## config.mk

```make
export PLATFORM = sky130hd
export DESIGN_NAME = seg7_scan3_flat
export DESIGN_NICKNAME = d
export VERILOG_FILES = /design/src/rtl/seg7_pkg.sv /design/src/rtl/seg7_scan3_if.sv /design/src/rtl/bcd_to_seg7.sv /design/src/rtl/seg7_scan3.sv /design/src/flat_wrapper.sv
export SDC_FILE = /design/constraint.sdc
export NUM_CORES = 1
export LEC_CHECK = 0
export BUFFER_PORTS_ARGS = -buffer_cell sky130_fd_sc_hd__buf_4
export CORE_AREA = 5 5 102 104
export CTS_CLUSTER_DIAMETER = 60
export DETAILED_ROUTE_END_ITERATION = 8
export DIE_AREA = 0 0 107 109
export SLEW_MARGIN = 40
export SYNTH_ARGS = -nofsm -noshare
export SYNTH_HDL_FRONTEND = slang
export SYNTH_SLANG_ARGS = --single-unit
export TNS_END_PERCENT = 10
```

## constraint.sdc

```tcl
create_clock -name clk -period 3.7 [get_ports clk]
set_input_delay 0.555 -clock clk [delete_from_list [all_inputs] [get_ports clk]]
set_output_delay 0.555 -clock clk [all_outputs]
set_load 0.01 [all_outputs]
```

## src/rtl/seg7_pkg.sv

```systemverilog
// seg7_pkg: shared constants for the 3-digit seven-segment scanner.
// Scan states, active-low segment patterns ({g,f,e,d,c,b,a}) and
// one-cold anode codes.
package seg7_pkg;

    // Scan state encoding: one state per digit slot
    localparam logic [1:0] SCAN0 = 2'd0;   // units
    localparam logic [1:0] SCAN1 = 2'd1;   // tens
    localparam logic [1:0] SCAN2 = 2'd2;   // hundreds

    // Segment patterns, active-low, bit order {g,f,e,d,c,b,a}
    localparam logic [6:0] SEG_0     = 7'b1000000;
    localparam logic [6:0] SEG_1     = 7'b1111001;
    localparam logic [6:0] SEG_2     = 7'b0100100;
    localparam logic [6:0] SEG_3     = 7'b0110000;
    localparam logic [6:0] SEG_4     = 7'b0011001;
    localparam logic [6:0] SEG_5     = 7'b0010010;
    localparam logic [6:0] SEG_6     = 7'b0000010;
    localparam logic [6:0] SEG_7     = 7'b1111000;
    localparam logic [6:0] SEG_8     = 7'b0000000;
    localparam logic [6:0] SEG_9     = 7'b0010000;
    localparam logic [6:0] SEG_DASH  = 7'b0111111;
    localparam logic [6:0] SEG_BLANK = 7'b1111111;

    // Anode codes, active-low one-cold; an[0] is the units digit
    localparam logic [2:0] AN_D0  = 3'b110;
    localparam logic [2:0] AN_D1  = 3'b101;
    localparam logic [2:0] AN_D2  = 3'b011;
    localparam logic [2:0] AN_OFF = 3'b111;

endpackage

```

## src/rtl/seg7_scan3_if.sv

```systemverilog
// seg7_scan3_if: BCD load side and display pin side of the scanner.
// master = producer/observer (bench or upstream), slave = the scanner.
interface seg7_scan3_if;
    logic [3:0] value0;
    logic [3:0] value1;
    logic [3:0] value2;
    logic       load;
    logic [6:0] seg;
    logic [2:0] an;
    logic       frame_start;

    modport master (
        output value0, value1, value2, load,
        input  seg, an, frame_start
    );

    modport slave (
        input  value0, value1, value2, load,
        output seg, an, frame_start
    );
endinterface

```

## src/rtl/bcd_to_seg7.sv

```systemverilog
// bcd_to_seg7: combinational BCD to active-low seven-segment decoder.
// Codes 10-15 are not decimal digits and show a dash.
module bcd_to_seg7
    import seg7_pkg::*;
(
    input  logic [3:0] i_bcd,
    output logic [6:0] o_seg
);

    // Digit pattern lookup
    always_comb begin
        o_seg = SEG_DASH;
        case (i_bcd)
            4'd0:    o_seg = SEG_0;
            4'd1:    o_seg = SEG_1;
            4'd2:    o_seg = SEG_2;
            4'd3:    o_seg = SEG_3;
            4'd4:    o_seg = SEG_4;
            4'd5:    o_seg = SEG_5;
            4'd6:    o_seg = SEG_6;
            4'd7:    o_seg = SEG_7;
            4'd8:    o_seg = SEG_8;
            4'd9:    o_seg = SEG_9;
            default: o_seg = SEG_DASH;
        endcase
    end

endmodule

```

## src/rtl/seg7_scan3.sv

```systemverilog
// seg7_scan3: time-multiplexed driver for a 3-digit common-anode display.
// Each digit owns a slot of REFRESH_DIV cycles; the first GAP cycles of a
// slot keep every anode off to stop ghosting between digits. New digits
// are staged in a pending register and only committed at the frame wrap,
// so one frame never mixes old and new values.
// Optional build macro: LEADING_ZERO_BLANK_EN (suppress leading zeros).
module seg7_scan3
    import seg7_pkg::*;
#(
    parameter int REFRESH_DIV = 50000,
    parameter int GAP         = 500
)(
    input  logic        clk,
    input  logic        rst_n,
    seg7_scan3_if.slave bus
);

    localparam int CW = (REFRESH_DIV > 1) ? $clog2(REFRESH_DIV) : 1;

    logic [1:0]      r_state;
    logic [1:0]      w_next;
    logic [CW-1:0]   r_cnt;
    logic [2:0][3:0] r_pend;
    logic [2:0][3:0] r_disp;
    logic            r_flag;
    logic [6:0]      r_seg;
    logic [2:0]      r_an;
    logic            r_fs;

    logic            w_slot_end;
    logic            w_wrap;
    logic            w_blank;
    logic [3:0]      w_digit;
    logic [2:0]      w_an_cur;
    logic [6:0]      w_seg;

    assign w_slot_end = (r_cnt == CW'(REFRESH_DIV - 1));
    assign w_wrap     = w_slot_end && (r_state == SCAN2);

    // Next scan state and the digit/anode belonging to the current slot
    always_comb begin
        w_next   = SCAN0;
        w_digit  = r_disp[0];
        w_an_cur = AN_D0;
        case (r_state)
            SCAN0: begin w_next = SCAN1; w_digit = r_disp[0]; w_an_cur = AN_D0; end
            SCAN1: begin w_next = SCAN2; w_digit = r_disp[1]; w_an_cur = AN_D1; end
            SCAN2: begin w_next = SCAN0; w_digit = r_disp[2]; w_an_cur = AN_D2; end
            default: begin w_next = SCAN0; w_digit = r_disp[0]; w_an_cur = AN_D0; end
        endcase
    end

`ifdef LEADING_ZERO_BLANK_EN
    // Hundreds blank when zero; tens blank only if hundreds is blank too
    assign w_blank = ((r_state == SCAN2) && (r_disp[2] == 4'd0)) ||
                     ((r_state == SCAN1) && (r_disp[2] == 4'd0) && (r_disp[1] == 4'd0));
`else
    assign w_blank = 1'b0;
`endif

    bcd_to_seg7 u_dec (
        .i_bcd (w_digit),
        .o_seg (w_seg)
    );

    // Slot counter and scan state machine
    always_ff @(posedge clk or negedge rst_n) begin
        if (!rst_n) begin
            r_state <= SCAN0;
            r_cnt   <= '0;
        end else if (w_slot_end) begin
            r_state <= w_next;
            r_cnt   <= '0;
        end else begin
            r_cnt   <= r_cnt + CW'(1);
        end
    end

    // Pending/display staging; a load on the wrap cycle bypasses pending
    always_ff @(posedge clk or negedge rst_n) begin
        if (!rst_n) begin
            r_pend <= '0;
            r_disp <= '0;
            r_flag <= 1'b0;
        end else if (w_wrap) begin
            if (bus.load) begin
                r_disp <= {bus.value2, bus.value1, bus.value0};
                r_flag <= 1'b0;
            end else if (r_flag) begin
                r_disp <= r_pend;
                r_flag <= 1'b0;
            end
        end else if (bus.load) begin
            r_pend <= {bus.value2, bus.value1, bus.value0};
            r_flag <= 1'b1;
        end
    end

    // Registered pins: gap and blanked slots keep everything dark
    always_ff @(posedge clk or negedge rst_n) begin
        if (!rst_n) begin
            r_seg <= SEG_BLANK;
            r_an  <= AN_OFF;
            r_fs  <= 1'b0;
        end else begin
            r_fs <= (r_state == SCAN0) && (r_cnt == '0);
            if ((r_cnt < CW'(GAP)) || w_blank) begin
                r_seg <= SEG_BLANK;
                r_an  <= AN_OFF;
            end else begin
                r_seg <= w_seg;
                r_an  <= w_an_cur;
            end
        end
    end

    assign bus.seg         = r_seg;
    assign bus.an          = r_an;
    assign bus.frame_start = r_fs;

endmodule

```

## src/flat_wrapper.sv

```systemverilog
// flat-port wrapper written by rule: the top's interface ports become plain ports
module seg7_scan3_flat import seg7_pkg::*;
#(
    parameter int REFRESH_DIV = 50000,
    parameter int GAP         = 500
)
  (clk, rst_n, bus_value0, bus_value1, bus_value2, bus_load, bus_seg, bus_an, bus_frame_start);
  seg7_scan3_if bus_i ();
  input  logic clk;
  input  logic rst_n;
  input wire logic [$bits(bus_i.value0)-1:0] bus_value0;
  input wire logic [$bits(bus_i.value1)-1:0] bus_value1;
  input wire logic [$bits(bus_i.value2)-1:0] bus_value2;
  input wire logic [$bits(bus_i.load)-1:0] bus_load;
  output wire logic [$bits(bus_i.seg)-1:0] bus_seg;
  output wire logic [$bits(bus_i.an)-1:0] bus_an;
  output wire logic [$bits(bus_i.frame_start)-1:0] bus_frame_start;
  assign bus_i.value0 = bus_value0;
  assign bus_i.value1 = bus_value1;
  assign bus_i.value2 = bus_value2;
  assign bus_i.load = bus_load;
  assign bus_seg = bus_i.seg;
  assign bus_an = bus_i.an;
  assign bus_frame_start = bus_i.frame_start;
  seg7_scan3 #(.REFRESH_DIV(REFRESH_DIV), .GAP(GAP)) u_core (.clk(clk), .rst_n(rst_n), .bus(bus_i));
endmodule
```

After elaboration in Yosys (flattened, before gate mapping)
Memories as Yosys holds them, arrays and structs flattened.
Index checks and enable logic that the tools add are counted.
W data, S select, Z words.
Storage, ports and cells
  register bits after elaboration: 54
  bits in read-only memories: 112
  input bits: 15
  output and inout bits: 11
  word-level logic and storage cells: 37
  memories kept: 1
Operators by class
  $add $sub $neg: 1
  magnitude comparators: 1
  eq/ne operators: 3
  muxes and demuxes: 10
  bitwise gates (word level): 1
  reductions and logical operators: 8
Memory list
  (no name shown): depth 16, bits a word 7, rd ports 1, clocked after memory_dff 0, wr ports 0, RTL line bcd_to_seg7.sv:13  | case (i_bcd)
Operators with widths (number)
  $mux W12: 2
  $add A16 B1 Y16 const B: 1
  $eq A16 B16 Y1 const B: 1
  $logic_not A16 Y1: 1
  $lt A16 B9 Y1 const B: 1
  $mux W16: 1
  $pmux W4 S2: 1
  $mux W7: 1
  $pmux W3 S2: 1
  $pmux W2 S2: 1
  $reduce_and A2 Y1: 2
  $reduce_bool A2 Y1: 2
  $mux W3: 1
  $eq A2 B1 Y1 const B: 1
  $eq A2 B2 Y1 const B: 1
  $logic_and A1 B1 Y1: 2
  $logic_not A2 Y1: 1
  $mux W1: 2
  $not A1 Y1: 1

Logic depth before layout (Yosys ltp)
Gate-level depths: netlist of run 1.
  depth after elaboration: 4
  gate-level depth with buffers: 9
  gate-level depth less buffers: 8

By module
From an unflattened synthesis of run 1, not the netlist that was laid out.
Unflattened totals
  cell total of the unflattened synthesis: 231
  area total of the unflattened synthesis: 2735.1 µm²
Modules (own cells, without submodules)
  seg7_scan3: instances 1, cells an instance 200, area each 2494.9 µm², sequential area each 1363.8 µm²
  bcd_to_seg7: instances 1, cells an instance 31, area each 240.2 µm², sequential area each 0.0 µm²

Worst setup path before layout of run 1
No wires, ideal clock.
  kind: register to register
  start: register u_core.r_state[0]
  end: register u_core.r_seg[3] (netlist: u_core.bus.seg[3])
  arrival: 1981 ps
  slack: 1653 ps
  cell stages (with the launch flop): 10
  cell sequence: dfrtp_1 inv_1 ha_1 buf_2 nor2_1 a21oi_1 inv_1 ha_1 a21o_1 nand3_1
Between the ends
  longest elaborated chain between the ends: 4
  elaborated cells on any way between the ends: 5
RTL lines
  start, declared: RTL line seg7_scan3.sv:20  | logic [1:0] r_state;
  start signal, assigned: RTL line seg7_scan3.sv:72  | r_state <= w_next;
  $eq A2 B2 Y1 or $eq A2 B1 Y1 (tied branches): RTL line seg7_scan3.sv:45  | case (r_state)
  $pmux W4 S2 *: RTL line seg7_scan3.sv:45
  $mem_v2 Z16 W7 *
  $mux W7 *: RTL line seg7_scan3.sv:107  | if ((r_cnt < CW'(GAP)) || w_blank) begin
  end signal, assigned: RTL line seg7_scan3.sv:111  | r_seg <= w_seg;
  end, declared: RTL line seg7_scan3.sv:26  | logic [6:0] r_seg;
Every way passes the cells marked *; elsewhere a longest branch is shown, timed or not.
A chain may end at the register's enable or synchronous reset.

Worst setup path in the final report of run 1
Same ends and word-level chain as after synthesis.

==> out/results.txt, run 1 <==
row count: 36
Synth Warn #: 0
pin count of the biggest net entering global routing: 55
CORE AREA: 9460 sq um
cts repair resizes: 0
vias in the first global route: 1929
clk sinks: 54
top-count cell post-synth: dfrtp_1
CP arrival: 2550 ps
crit path kind: register to register
Post CTS Setup Buffer Count: 0
Seq/Total Area, Yosys: 0.510
Static Leakage: 1.33 nW
drt wl/cell: 13.4 um
kind of cell adding the most delay to the critical path: adder cells
Post-Synth Simple-Gate Area: 0.162
Non-Filler Instances: 386
Syn Std Cell Area: 2670 sq um
Max VDD drop: 0.159 mV
share of synthesized flip-flops with an asynchronous set or reset: 1.00
CTS root buffer: clkbuf_8
DR iter-0 viols: 67
Die Ht: 109 um
Worst Path Max Fanout: 11
endpoints failing hold: 0
compound-gate portion of the synthesized area: 0.134
Worst Path Required: 3940 ps
most frequent cells after synthesis: dfrtp_1 (44), inv_1 (20), nand3_1 (20)
Sequential Area: 1360 sq um
endpoint type of the worst setup path: register
die area: 11700 sq um
starting density of the core: 0.283
Final WS setup: 1390 ps
CP Launch Type: register
CTS clk-pin slew, worst paths: 90 ps
Routed Antenna Nets: 0
final period utilization: 0.623
number of flops mapped to enable cells by yosys: 0
DRT Pass-1 Iters: 4
post-synthesis xor/xnor area fraction: 0.0426
deepest clock path buffer count: 2
Die W: 107 um
TritonCTS buffer count: 5
DRC Markers: 0
dpl ws: 1420 ps
HP Class: input port to async pin
CTS H-Tree Depth: 2
drt via density: 4.74
worst r2r src: u_core.r_state[0]
Syn Nets: 273
worst path bufs/invs: 2
Ports: 26
Post-CTS Hold Buffers: 0
Least-Margin Pin Slew: 760 ps
DP Wirelength: 3700 um
setup tns final: 0 ps
Placed Cells: 378
Post-Route WL: 5160 um
crit-path cells: inv_1 > ha_1 > nor2_1 > a21oi_1 > inv_1 > ha_1 > a21o_1 > nand3_1
vias: 1831
status: complete, no violations
Area contributors post-synth: dfrtp_1 (41%), dfstp_2 (9.8%), mux2_2 (5.9%)
Gate Count Post-Synth: 249
FF-to-FF setup slack: 1390 ps
clock insertion delay at the later pin of the skew report: 300 ps
Layout fillers: 973
largest family of logic cells by synthesized area: simple AND/OR/NAND/NOR gates
Tmin final: 2310 ps
Setup Skew: 9.91 ps
CP peak stage delay: 570 ps
first-pass GRT wire length: 9170 um
pwr dens: 356 nW/um^2
multi-input logic area: 1180 sq um
Slew Viols, Final: 0
Synth Register Bits: 54
Max-cap violations: 0
reg2reg end: u_core.bus.seg[3]
max frequency: 0.434 GHz
Yosys top cell area share: 0.412
setup repair after global routing missed its margin: no
gpl congestion: 0.805
CTS tree: yes
Port Buffer Count: 25
R2R cell count: 8
fraction of layout cells with a size suffix above 1: 0.232
gr usage total: 0.0970
final setup vio count: 0
Hold Slack: 279 ps
initial antenna violation count: 0
Yosys cell types: 37
Slowest cell on crit path: a21oi_1
worst rel slew slack: 0.491
Area growth, synth to finish: 14.6%
gr ovfl total: 0
average size of a mapped cell: 10.7 sq um
post-synthesis mux area share: 0.0590
Final nets: 295
Post-Synth Adder-Cell Area: 0.0421
cell accounting for the most synthesized area: dfrtp_1
ys flop type: dfrtp_1
ANT cells: 0
## worst reg2reg max path, cell delays in order (launching register included)
cell	delay (ps)
dfrtp_1	400
inv_1	80
ha_1	450
nor2_1	80
a21oi_1	570
inv_1	100
ha_1	330
a21o_1	160
nand3_1	70
## layout make-up
cell class | instances | area share
clock buffers | 6 | 0.0237
flip-flops and latches | 54 | 0.445
well taps | 114 | 0.0466
multi-input cells | 164 | 0.384
repair buffers | 26 | 0.0637
inverters | 20 | 0.0245
clock inverters | 2 | 0.0123
## per-layer routing
| layer | GRT usage | routed length, um |
|---|---|---|
| met4 | 0.0247 | 53 |
| met1 | 0.118 | 2400 |
| met3 | 0.0261 | 196 |
| met5 | 0 | 0 |
| met2 | 0.170 | 2510 |
## power breakdown
part / leakage [nW] / internal [mW] / total [mW] / switching [mW]
clock network: 0.0514 / 0.202 / 0.388 / 0.186
registers: 0.645 / 0.610 / 0.620 / 0.00998
logic: 0.629 / 0.0386 / 0.0820 / 0.0434
## cell families after synthesis
family,count (synthesis)
and+or+nand+nor,77
DFF,54
AOI/OAI and AO/OA,51
buffers and inverters,31
muxes,14
xor gates and xnor gates,13
adders and majority gates,9
## sequential cells by signal, summed over array words and instances (netlist names)
register / flops
u_core.r_cnt: 16
u_core.r_disp: 12
u_core.r_pend: 12
u_core.bus.seg: 7
u_core.bus.an: 3
u_core.r_state: 2
u_core.bus.frame_start: 1
u_core.r_flag: 1
## through the flow
| step | total power, mW | util | area [sq um] |
|---|---|---|---|
| 3_3_place_gp | 0.714 | 0.312 | 2950 |
| 5_1_grt | 1.14 | 0.324 | 3060 |
| 2_1_floorplan | 0.680 | - | 2670 |
| 6_report | 1.09 | 0.324 | 3060 |
| 3_5_place_dp | 0.716 | 0.312 | 2950 |
| 4_1_cts | 1.11 | 0.324 | 3060 |
## layout by cell type, fill, tap and decap left out, types with 2 or more instances in the layout
cell type	instances
a211oi_1	2
a21o_1	3
a21oi_1	6
a22oi_1	5
a2bb2oi_1	12
and3_1	4
and4_1	5
buf_4	26
clkbuf_8	5
dfrtp_1	44
dfstp_2	10
ha_1	9
inv_1	20
mux2_2	14
nand2_1	10
nand3_1	20
nand4_1	6
nand4b_1	2
nor2_1	18
nor3_1	6
nor4_4	2
o21ai_0	17
xnor2_1	5
xor2_1	8
## how the worst max path moves through the flow
| stage | endpoint | from | cells after the start |
|---|---|---|---|
| floorplan | u_core.bus.seg[3] | u_core.r_state[0] | 9 |
| global placement | u_core.bus.seg[3] | u_core.r_state[0] | 8 |
| detailed placement | u_core.bus.seg[3] | u_core.r_state[0] | 8 |
| CTS | u_core.bus.seg[3] | u_core.r_state[0] | 8 |
| global route | u_core.bus.seg[3] | u_core.r_state[0] | 8 |
| finish | u_core.bus.seg[3] | u_core.r_state[0] | 8 |
Note: power is estimated with default switching activity, not from simulation.
==> run 2, diff against run 1 <==
- ABC_AREA: default -> 1
- CORE_AREA: 5 5 102 104 -> 5 5 108 110
- DIE_AREA: 0 0 107 109 -> 0 0 113 115
- clock period: 3.7 -> 2 ns (I/O delays scaled with it)
==> run 2 against run 1 <==
Compared with the run above:
- sequential share of layout area shrank 4.5 points
- clock skew is essentially flat
- cell area grew 11%
- clock-buffer cell count grew 1
- clock power grew 86%
- non-clock buffer count grew 2
- area after synthesis grew 12%
- die area grew 11%
- worst hold slack lost 240 ps
- critical path depth grew 2
- register-to-register slack lost 1200 ps
- critical path type unchanged
- largest cell class is now multi-input combinational cells
==> out/results.txt, run 2 <==
Clock power frac: 0.370
Worst Path Max Fanout: 11
Hold Slack: 35.3 ps
Post-CTS Hold Buffers: 0
vias in the first global route: 2341
Slew Viols, Final: 0
clock insertion delay at the later pin of the skew report: 300 ps
drt via density: 4.29
Seq pwr share: 0.576
Port Buffer Count: 25
DP Wirelength: 4410 um
Setup Skew: 9.95 ps
Syn Std Cell Area: 2990 sq um
most frequent cells after synthesis: nand2_1 (135), dfrtp_1 (44), inv_1 (42)
Ports: 26
gr ovfl total: 0
number of flops mapped to enable cells by yosys: 0
Synth Warn #: 0
Reg with most FFs: u_core.r_cnt
setup repair after global routing missed its margin: no
gr usage total: 0.0986
ys flop type: dfrtp_1
die area: 13000 sq um
HP Class: input port to async pin
vias: 2352
Layout fillers: 1135
Die Ht: 115 um
Seq/Total Area, Yosys: 0.455
CTS root buffer: clkbuf_8
CORE AREA: 10600 sq um
DR iter-0 viols: 81
pin count of the biggest net entering global routing: 55
row count: 38
endpoint type of the worst setup path: register
initial antenna violation count: 0
first-pass GRT wire length: 10800 um
Int Power: 1.53 mW
Syn Nets: 410
Design Power: 1.95 mW
CTS tree: yes
sw power: 0.420 mW
Synth Register Bits: 54
max reg flops: 16
Die W: 113 um
final setup vio count: 0
Area growth, synth to finish: 13.8%
deepest clock path buffer count: 2
Sequential Area: 1360 sq um
cell accounting for the most synthesized area: dfrtp_1
CTS clk-pin slew, worst paths: 90 ps
clk sinks: 54
CP arrival: 2040 ps
CTS H-Tree Depth: 2
Routed Antenna Nets: 0
most frequent cells in the layout: nand2_1 (134), dfrtp_1 (44), inv_1 (42)
pwr dens: 572 nW/um^2
final period utilization: 0.896
TritonCTS buffer count: 5
switch share: 0.216
Max-cap violations: 0
Max VDD drop: 0.299 mV
crit path kind: register to register
Post-Route WL: 6060 um
average size of a mapped cell: 7.76 sq um
largest registers: u_core.r_cnt: 16 flops, u_core.r_disp: 12 flops, u_core.r_pend: 12 flops
DRT Pass-1 Iters: 5
endpoints failing hold: 0
most common cell after layout, fill and taps aside: nand2_1
Yosys cell types: 31
gpl congestion: 0.872
drt wl/cell: 11.1 um
Least-Margin Pin Slew: 685 ps
fraction of layout cells with a size suffix above 1: 0.179
Gate Count Post-Synth: 386
Yosys top cell area share: 0.368
Tmin final: 1790 ps
Final nets: 431
setup tns final: 0 ps
ANT cells: 0
CP Launch Type: register
top-count cell post-synth: nand2_1
worst rel slew slack: 0.543
Area contributors post-synth: dfrtp_1 (37%), nand2_1 (17%), dfstp_2 (8.8%)
Gate power share: 0.054
status: complete, no violations
DRC Markers: 0
Worst Path Required: 2240 ps
Static Leakage: 1.67 nW
starting density of the core: 0.282
multi-input logic area: 1380 sq um
max frequency: 0.558 GHz
share of synthesized flip-flops with an asynchronous set or reset: 1.00
## run 2: layer usage
| layer | GRT usage | share of wire | wire length, um | vias to the layer above |
|---|---|---|---|---|
| met3 | 0.0263 | 0.042 | 252 | 5 |
| li1 | - | - | - | 1247 |
| met4 | 0.0192 | 0.0040 | 24 | 0 |
| met1 | 0.140 | 0.54 | 3260 | 1068 |
| met5 | 0 | 0 | 0 | - |
| met2 | 0.152 | 0.42 | 2530 | 32 |
## run 2: cell families after synthesis
logic type,after synthesis,share of synthesized area
buffers and inverters,60,0.0898
and+or+nand+nor,236,0.360
DFF,54,0.455
adders and majority gates,9,0.0376
xor gates and xnor gates,6,0.0176
AOI/OAI and AO/OA,21,0.0393
## run 2: final timing paths
path,cells past startpoint,endpoint,start,slack [ps]
setup / recovery,10,u_core.bus.seg[3],u_core.r_state[0],210
hold / removal,1,u_core.r_cnt[0],rst_n,40
setup reg to reg,10,u_core.bus.seg[3],u_core.r_state[0],210
hold reg to reg,2,u_core.r_pend[3],u_core.r_pend[3],480
max in group asynchronous,1,u_core.r_cnt[7],rst_n,1520
min in group clk,3,u_core.r_pend[3],bus_value0[3],230
## run 2: critical path, cell delays in order, from the launching register on
cell and delay (ps):
dfrtp_1 410, inv_1 150, ha_4 250, or2_2 300
nand2_2 110, ha_1 240, inv_1 50, nand2_1 50
nand2_1 60, nand2_1 40, nand2_1 70
## run 2: power by group through the flow
stage | registers, mW | logic, mW | clock network, mW
after CTS | 1.12 | 0.108 | 0.751
final | 1.12 | 0.104 | 0.721
after global routing | 1.13 | 0.125 | 0.799
after floorplan | 1.14 | 0.0539 | 0
after global placement | 1.14 | 0.105 | 0
after detailed placement | 1.14 | 0.108 | 0
## run 2: area by class of cell
class | count | share of cell area
well taps | 140 | 0.0514
flip-flops and latches | 54 | 0.400
inverters | 46 | 0.0507
clock buffers | 7 | 0.0224
multi-input cells | 272 | 0.405
repair buffers | 28 | 0.0617
clock inverters | 1 | 0.00881
## run 2: timing repair
action                                  CTS  global route
endpoints found under the setup margin    0             3
gates resized for setup                   0             4
setup buffers                             0             0
## run 2: through the flow
step                      instances  utilization  setup WS [ps]  area, sq um
after global placement          540        0.310            145         3280
after CTS                       548        0.320           52.3         3390
after floorplan                 386            -            191         2990
after global routing            548        0.321           18.7         3410
final                           548        0.321            208         3410
after detailed placement        540        0.310           76.5         3280
==> run 3, diff against run 2 <==
- ABC_CLOCK_PERIOD_IN_PS: default -> 2000
- BUFFER_PORTS_ARGS: -buffer_cell sky130_fd_sc_hd__buf_4 -> -buffer_cell sky130_fd_sc_hd__buf_2
- CORE_AREA: 5 5 108 110 -> 2 2 105 107
- DIE_AREA: 0 0 113 115 -> 0 0 107 109
==> run 3 against run 2 <==
Compared with the run above:
- total power grew 7.2%
- fmax down 2.6%
- largest power group unchanged
- sequential cell count unchanged
- largest cell class unchanged
==> out/results.txt, run 3 (synthesized netlist as in run 2, its figures left out) <==
fraction of layout cells with a size suffix above 1: 0.178
row count: 38
kind of cell adding the most delay to the critical path: simple AND/OR/NAND/NOR gates
crit-path cells: inv_1 > ha_4 > or2_2 > nand2_1 > ha_1 > inv_1 > nand2_1 > nand2_1 > nand2_1 > nand2_1
gpl congestion: 0.864
Worst setup endpoint: u_core.bus.seg[3]
reg2reg end: u_core.bus.seg[3]
DRC Markers: 0
gr usage total: 0.115
crit path kind: register to register
Max-cap violations: 0
Max VDD drop: 0.433 mV
max frequency: 0.544 GHz
TritonCTS buffer count: 5
deepest clock path buffer count: 2
pin count of the biggest net entering global routing: 55
CTS root buffer: clkbuf_8
met2 wire length: 2410 um
FF-to-FF setup slack: 160 ps
Area growth, synth to finish: 12.7%
Post-Route WL: 6010 um
CP Launch Type: register
CP peak stage delay: 410 ps
final period utilization: 0.920
R2R cell count: 10
DP Wirelength: 4300 um
Worst Path Max Fanout: 11
HP Class: input port to async pin
drt via density: 4.34
DR iter-0 viols: 145
first-pass GRT wire length: 10800 um
status: complete, no violations
clock insertion delay at the later pin of the skew report: 310 ps
Tmin final: 1840 ps
worst r2r src: u_core.r_state[0]
Routed Antenna Nets: 0
drt wl/cell: 10.9 um
Most common cell on crit path: nand2_1
Ports: 26
most common cell after layout, fill and taps aside: nand2_1
Reg with most FFs: u_core.r_cnt
most frequent cells in the layout: nand2_1 (135), dfrtp_1 (44), inv_1 (42)
Post-CTS Hold Buffers: 0
Static Leakage: 1.66 nW
max layer used: met4
initial antenna violation count: 0
CTS H-Tree Depth: 2
final setup vio count: 0
worst path bufs/invs: 2
CP Depth: 10
starting density of the core: 0.282
Design Power: 2.09 mW
Slew Viols, Final: 0
Worst Path Required: 2260 ps
Port Buffer Count: 25
largest registers: u_core.r_cnt: 16 flops, u_core.r_disp: 12 flops, u_core.r_pend: 12 flops
Slowest cell on crit path: dfrtp_1
endpoints failing hold: 0
pwr dens: 619 nW/um^2
Hold Slack: 116 ps
vias in the first global route: 2319
setup tns final: 0 ps
critical path launch point: u_core.r_state[0]
Setup Skew: 7.38 ps
CTS tree: yes
clk sinks: 54
CTS clk-pin slew, worst paths: 100 ps
ANT cells: 0
CP arrival: 2100 ps
Final nets: 432
die area: 11700 sq um
worst rel slew slack: 0.536
Least-Margin Pin Slew: 695 ps
Die W: 107 um
vias: 2383
setup repair after global routing missed its margin: no
DRT Pass-1 Iters: 4
max reg flops: 16
wire length on met1: 3190 um
routed wire length on met3: 300 um
gr ovfl total: 0
endpoint type of the worst setup path: register
CORE AREA: 10600 sq um
Die Ht: 109 um
## run 3: cell types whose count changed in the layout (fill, tap and decap cells not counted), sizes merged
cell / delta
bufinv: +1
clkbuf: -2
buf: +1
clkinv: +1
## run 3: stage by stage
step	utilization	setup WS [ps]	cells	instance area (sq um)
2_1_floorplan	-	191	386	2990
3_3_place_gp	0.304	145	541	3230
3_5_place_dp	0.304	82.2	541	3230
4_1_cts	0.317	59.1	549	3360
5_1_grt	0.318	31.8	549	3370
6_report	0.318	160	549	3370
## run 3: repair_timing
item | in CTS | in global routing
endpoints found under the hold margin | 0 | 0
endpoints found under the setup margin | 0 | 3
gates resized for setup | 0 | 2
buffers inserted | 0 | 0
## run 3: worst min path at each step
stage          slack, ps                      to  depth (start not counted)        startpoint
3_5_place_dp         460        u_core.r_pend[7]                          2  u_core.r_pend[7]
4_1_cts              150         u_core.r_cnt[3]                          2             rst_n
5_1_grt              180        u_core.r_disp[3]                          2             rst_n
2_1_floorplan          4  u_core.bus.frame_start                          0             rst_n
3_3_place_gp         450        u_core.r_pend[5]                          2  u_core.r_pend[5]
6_report             120        u_core.r_pend[7]                          2             rst_n
## run 3: power breakdown
group,switching [mW],internal [mW]
Combinational,0.0664,0.0338
Clock,0.369,0.496
Sequential,0.0106,1.11
## run 3: area by class of cell
| type | count | area [sq um] |
|---|---|---|
| multi-input combinational | 272 | 1370 |
| timing repair buffer | 29 | 155 |
| tap | 140 | 175 |
| clock inverter | 3 | 63.8 |
| inverter | 46 | 173 |
| fill | 1125 | 7230 |
| sequential | 54 | 1360 |
| clock buffer | 5 | 68.8 |
## run 3: routing by layer
layer / up-vias / GRT usage
met5: - / 0
met4: 0 / 0.0380
met3: 11 / 0.0317
met2: 50 / 0.168
met1: 1076 / 0.164
li1: 1246 / -
